File: src/rtl/line_fill_buffer_pkg.sv
`default_nettype none
// line_fill_buffer_pkg: shared cache-line geometry and fill FSM state type.
// Rev 1.0
package line_fill_buffer_pkg;

  localparam int LFB_WORD_W     = 32;
  localparam int WORDS_PER_LINE = 4;
  localparam int OFFSET_W       = 2;

  typedef enum logic [1:0] {
    ST_IDLE = 2'd0,
    ST_FILL = 2'd1,
    ST_HOLD = 2'd2
  } state_t;

endpackage
`default_nettype wire

File: src/rtl/line_fill_buffer.sv
`default_nettype none
// line_fill_buffer: assembles a 4-word line from memory beats and forwards the critical word.
// Define LINE_FILL_CWF_EN for critical-word-first fill order.  Rev 1.0
module line_fill_buffer
  import line_fill_buffer_pkg::*;
#(
  parameter int WORD_W = LFB_WORD_W
) (
  input  logic                       clk,
  input  logic                       rst_n,
  input  logic                       start,
  input  logic [OFFSET_W-1:0]        start_word,
  input  logic                       in_valid,
  output logic                       in_ready,
  input  logic [WORD_W-1:0]          in_data,
  output logic                       crit_valid,
  output logic [WORD_W-1:0]          crit_data,
  output logic                       line_valid,
  input  logic                       line_ready,
  output logic [WORDS_PER_LINE*WORD_W-1:0] line_data,
  output logic                       busy
);

  state_t              state;
  logic [OFFSET_W-1:0] idx;
  logic [OFFSET_W-1:0] count;
  logic [OFFSET_W-1:0] start_idx;

`ifdef LINE_FILL_CWF_EN
  assign start_idx = start_word;
`else
  logic unused_start_word;
  assign start_idx         = '0;
  assign unused_start_word = ^start_word;
`endif

  always_ff @(posedge clk or negedge rst_n) begin
    if (!rst_n) begin
      state      <= ST_IDLE;
      idx        <= '0;
      count      <= '0;
      in_ready   <= 1'b0;
      crit_valid <= 1'b0;
      crit_data  <= '0;
      line_valid <= 1'b0;
      line_data  <= '0;
      busy       <= 1'b0;
    end else begin
      crit_valid <= 1'b0;
      case (state)
        ST_IDLE: begin
          if (start) begin
            state     <= ST_FILL;
            idx       <= start_idx;
            count     <= '0;
            line_data <= '0;
            in_ready  <= 1'b1;
            busy      <= 1'b1;
          end
        end
        ST_FILL: begin
          if (in_valid && in_ready) begin
            // Slot write decode mirrors the word-select read mux.
            for (int k = 0; k < WORDS_PER_LINE; k++) begin
              if (idx == OFFSET_W'(k)) begin
                line_data[k*WORD_W +: WORD_W] <= in_data;
              end
            end
            idx   <= idx + OFFSET_W'(1);
            count <= count + OFFSET_W'(1);
            if (count == '0) begin
              crit_valid <= 1'b1;
              crit_data  <= in_data;
            end
            if (count == OFFSET_W'(WORDS_PER_LINE - 1)) begin
              state      <= ST_HOLD;
              in_ready   <= 1'b0;
              line_valid <= 1'b1;
            end
          end
        end
        ST_HOLD: begin
          if (line_ready) begin
            state      <= ST_IDLE;
            line_valid <= 1'b0;
            busy       <= 1'b0;
          end
        end
        default: begin
          state      <= ST_IDLE;
          in_ready   <= 1'b0;
          line_valid <= 1'b0;
          busy       <= 1'b0;
        end
      endcase
    end
  end

endmodule
`default_nettype wire

File: config.mk
export PLATFORM = sky130hd
export DESIGN_NAME = line_fill_buffer
export DESIGN_NICKNAME = d
export VERILOG_FILES = /design/src/rtl/line_fill_buffer_pkg.sv /design/src/rtl/line_fill_buffer.sv
export SDC_FILE = /design/constraint.sdc
export NUM_CORES = 1
export LEC_CHECK = 0
export ABC_AREA = 1
export CAP_MARGIN = 40
export CELL_PAD_IN_SITES_DETAIL_PLACEMENT = 1
export CELL_PAD_IN_SITES_GLOBAL_PLACEMENT = 1
export CORE_AREA = 5 5 161 163
export DETAILED_ROUTE_END_ITERATION = 6
export DIE_AREA = 0 0 166 168
export PLACE_DENSITY = 0.71
export SYNTH_ARGS = -nofsm -noshare
export SYNTH_HDL_FRONTEND = slang
export SYNTH_SLANG_ARGS = --single-unit
File: constraint.sdc
create_clock -name clk -period 1.61 [get_ports clk]
set_input_delay 0.161 -clock clk [delete_from_list [all_inputs] [get_ports clk]]
set_output_delay 0.161 -clock clk [all_outputs]
set_load 0.01 [all_outputs]
* Word-level counts from Yosys, hierarchy flattened
Index checks and enable logic that the tools add are counted.
Word-level totals: register bits 170, logic and storage cells 75
Operators by class: add/sub/neg operators 2, equality and inequality tests 14, mux-type cells 29, bitwise logic cells 3, reduce and logical (&&, ||, !) cells 15
Operators with widths (number):
- $mux 128 | 2
- $pmux 128 s2 | 1
- $mux 32 | 4
- $reduce_and 4->1 | 7
- $ne 2x2->1 const B | 8
- $mux 2 | 7
- $mux 1 | 9
- $pmux 1 s3 | 3
- $reduce_and 3->1 | 3
- $eq 2x2->1 const B | 4
- $pmux 2 s2 | 2
- $logic_not 2->1 | 3
- $pmux 2 s3 | 1
- $add 2x1->2 const B | 2
- $eq 2x1->1 const B | 2
- $not 1->1 | 3
- $reduce_bool 2->1 | 1
- $logic_and 1x1->1 | 1

* Depth between registers and ports, before layout
word-level depth 4, gate-level depth with buffers 8, depth with buffers taken out 7

* Worst setup path before layout
No wires, ideal clock.
kind register -> register, start reg idx[0], end reg line_data[22], arrival 1.249 ns, required time 1.492 ns, slack 0.243 ns, stages on the path, launching flop included 9, path buffers 1, period minus slack after synthesis 1.367 ns, cells stage by stage dfrtp_1 -> inv_1 -> ha_1 -> nor2_1 -> nor2_2 -> nand3_1 -> buf_2 -> nand2_1 -> nand2_1
On the way: longest elaborated chain between the ends 3
Ends and longest elaborated chain:
- from (decl) | line line_fill_buffer.sv:25 | logic [OFFSET_W-1:0] idx;
- from (signal assigned) | line line_fill_buffer.sv:54 | idx <= start_idx;
- from (signal assigned) | line line_fill_buffer.sv:69 | idx <= idx + OFFSET_W'(1);
- $logic_not 2->1 | line line_fill_buffer.sv:65 | if (idx == OFFSET_W'(k)) begin
- $ne 2x2->1 (no source line)
- $reduce_and 4->1 (no source line)
- to (signal, indexed assignment) | line line_fill_buffer.sv:66 | line_data[k*WORD_W +: WORD_W] <= in_data;
- to (decl) | line line_fill_buffer.sv:20 | output logic [WORDS_PER_LINE*WORD_W-1:0] line_data,
Every way passes these cells. A chain may end at the register's enable or synchronous reset.

* Worst setup path after layout
start reg line_data[10], end out line_data[10]
No word-level cell between the ends.

==> flow_metrics.tcl <==
set metrics [dict create \
    p_comb_share_pct 52.0 \
    synth-async-reset-ratio_pct 100.0 \
    synth_sequential_area_ratio_pct 59.21 \
    boundaryPins 203 \
    worst_setup_path_end_kind "output pin" \
    maxUsedRoutingLayer "met4" \
    vdd_ir_drop_max_uv 892.8 \
    crit_required_ns 1.45 \
    synth.lib_cells_used.distinct 19 \
    postPlaceCellArea_mm2 0.009887 \
    internal_power_mw 13.79 \
    core_area_mm2 0.02418 \
    ys_seq_elements 170 \
    wl_um 25500 \
    tritoncts "yes" \
    post_route_cells_drive_above_1_share_pct 10.84 \
    post-synth-top-area-cell "dfrtp_1" \
    crit_path_max_incr_delay_ns 0.56 \
    yosysMostFrequentCell "nand2_1" \
    power.net_switching_mw 9.807 \
    numPortBuffers 200 \
    power_leakage_nw 5.291 \
    starting_density_pct 29.72 \
    detail_route.first_pass.iterations 5 \
    switching_share_pct 41.56 \
    syn-instance-count 834 \
    path_buf_inv 1 \
    p_seq_share_pct 30.1 \
    die_height_um 168 \
    place.detailed.hpwl_um 18160 \
    antenna-diode-count 0 \
    synth.area.top_cells "dfrtp_1 (59%), nand2_1 (18%), nand3_1 (9.4%)" \
    clockPowerShare_pct 17.9 \
    final_util_pct 43.69 \
    report.final.hold_viol_count 0 \
    routedWlPerCell_um 18.41 \
    timing.critical_path.max_delay_family "buffers and inverters" \
    synth_top_cells_by_count "nand2_1 (340), dfrtp_1 (170), nand3_1 (135)" \
    final.period_utilization_pct 96.15 \
    timing.final.setup_violations 0 \
    worst-slew-pin-transition_ns 0.4877 \
    synthesis.area_per_instance_um2 8.614 \
    clock.fmax_mhz 646.0 \
    clk_transition_reported_paths_ns 0.07 \
    first_global_vias 7003 \
    met3RoutedLength_um 1072 \
    minimum_clock_period_ns 1.548 \
    worst_hold_path_type "in2async" \
    dr_wl_met2_um 12660 \
    preCtsSetupSlack_ns -0.03726 \
    timing.critical_path.arrival_ns 1.39 \
    vias_post_dr 6443 \
    rows 57 \
    run_status "complete, no violations" \
    drt_iter0_drc 257 \
    setup.worst_path.class "reg2out" \
    ctsRootBufferMaster "clkbuf_16" \
    cellPowerDensity_mw_per_mm2 2234 \
    setup_ws_ns 0.06200 \
    die-width_um 166 \
    track_usage_pct 18.40 \
    dominantRegCellSynth "dfrtp_1" \
    post_synth_instance_area_mm2 0.007184 \
    largest_net_degree_at_the_start_of_global_routing 57 \
    gp_congestion 0.7714 \
    cp_max_delay_cell "clkdlybuf4s50_1" \
    design.die.area_mm2 0.02789 \
    finalMaxSlewViolations 0 \
    source_to_sink_clock_delay_at_the_later_pin_of_the_worst_skew_pair_ns 0.42 \
    worst_slew_margin_rel_pct 67.49 \
    m1WireLength_um 11510 \
    number_of_buffers_created_by_cts 17 \
    grt_first_pass_wirelength_um 41140 \
    tritoncts_num_sinks 170 \
    yosysWarningCount 0 \
    cts-root-to-sink-buffers 2 \
    finalNetCount 1093 \
    ant_nets 0 \
    synth.top_cell.area_share_pct 59.21 \
    worstPathMaxFanout 2 \
    grt_setup_unrepaired "true" \
    synthesis_to_finish_area_growth_pct 47.04 \
    synth.net_count 879 \
    drc 0 \
    synth_enable_flop_cells 0 \
    viasPerCell 4.652 \
    crit_path_cell_trace "clkdlybuf4s50_1" \
    worstSetupStartpointType "flip-flop" \
    drv.max_cap_violation_count 0 \
    ctsHtreeMaxLevel 4 \
    overflow 0 \
    antenna_found_initial 0 \
    final_design_area_no_fill_mm2 0.01056 \
    skew_final_ns 0.01032 \
]
-- sequential cells by signal, indices dropped and copies added (netlist names) --
name,cells
idx,2
count,2
line_valid,1
in_ready,1
state,2
crit_data,32
line_data,128
crit_valid,1
busy,1
-- metal layers --
layer  track usage, %  vias up
met3            3.705       16
met2            31.39      152
li1                 -     3048
met1            24.32     3227
met4            4.161        0
met5                0        -
-- final cells by class --
class / count / area (µm²)
multi-input cells: 569 / 2572
inverters: 43 / 163.9
clock buffers: 23 / 488.0
clock inverters: 9 / 112.6
repair buffers: 247 / 2565
fillers: 2778 / 13610
flip-flops and latches: 170 / 4257
well taps: 324 / 405.4
-- layout by cell type, fill, tap and decap left out --
master / n
buf_12: 16
buf_4: 29
buf_6: 2
bufinv_16: 2
clkbuf_1: 2
clkbuf_16: 17
clkbuf_8: 4
clkdlybuf4s50_1: 198
clkinv_2: 2
clkinv_4: 3
clkinvlp_4: 1
dfrtp_1: 168
dfrtp_2: 2
dlygate4sd3_1: 1
dlymetal6s2s_1: 1
ha_1: 6
inv_1: 38
inv_2: 4
inv_4: 1
inv_6: 1
nand2_1: 340
nand2_2: 2
nand3_1: 130
nand3_2: 5
nand3_4: 1
nor2_1: 23
nor2_2: 10
nor2_4: 13
o21ai_0: 38
o21ai_1: 1
-- final timing paths --
| path | from | to | slack (ns) | cells after the start |
|---|---|---|---|---|
| max | line_data[10]$_DFFE_PN0P_ | line_data[10] | 0.06 | 1 |
| min | rst_n | line_data[25]$_DFFE_PN0P_ | 0.25 | 2 |
| max reg2reg | state[0]$_DFFE_PN0P_ | line_data[124]$_DFFE_PN0P_ | 0.09 | 8 |
| min reg2reg | line_data[1]$_DFFE_PN0P_ | line_data[1]$_DFFE_PN0P_ | 0.48 | 2 |
| max in group asynchronous | rst_n | line_data[15]$_DFFE_PN0P_ | 0.74 | 3 |
| min in group clk | in_data[29] | crit_data[29]$_DFFE_PN0P_ | 0.30 | 3 |
-- what timing repair did --
item	CTS	global route
setup endpoints to repair	0	85
hold buffers	1	0
endpoints found under the hold margin	41	0
buffers inserted	0	2
resized for setup	0	16
-- metrics by stage --
step / TNS, ns / power (mW) / hold WS [ns] / std cells
floorplan: 0 / 12.56 / -0.1346 / 834
global placement: 0 / 19.10 / 0.1468 / 1350
detailed placement: -0.4408 / 19.41 / 0.1464 / 1350
CTS: 0 / 23.75 / 0.2557 / 1383
global route: -0.003288 / 25.20 / 0.2807 / 1385
finish: 0 / 23.60 / 0.2502 / 1385
-- logic make-up after synthesis --
kind of cell	after synthesis	share of synthesized area, %
AND/OR/NAND/NOR	524	30.93
flip-flops	170	59.21
buffers and inverters	95	6.095
AO/OA/AOI/OAI	39	2.717
adder cells (fa/ha/maj)	6	1.045
-- power groups by stage --
stage               Combinational (mW)  Clock, mW  Sequential (mW)
finish                            12.3       4.23             7.10
CTS                               12.3       4.31             7.10
global route                      13.4       4.52             7.31
global placement                  12.0          0             7.13
detailed placement                12.3          0             7.13
floorplan                         4.92          0             7.64
No activity file was read; power rests on OpenSTA's default activity.
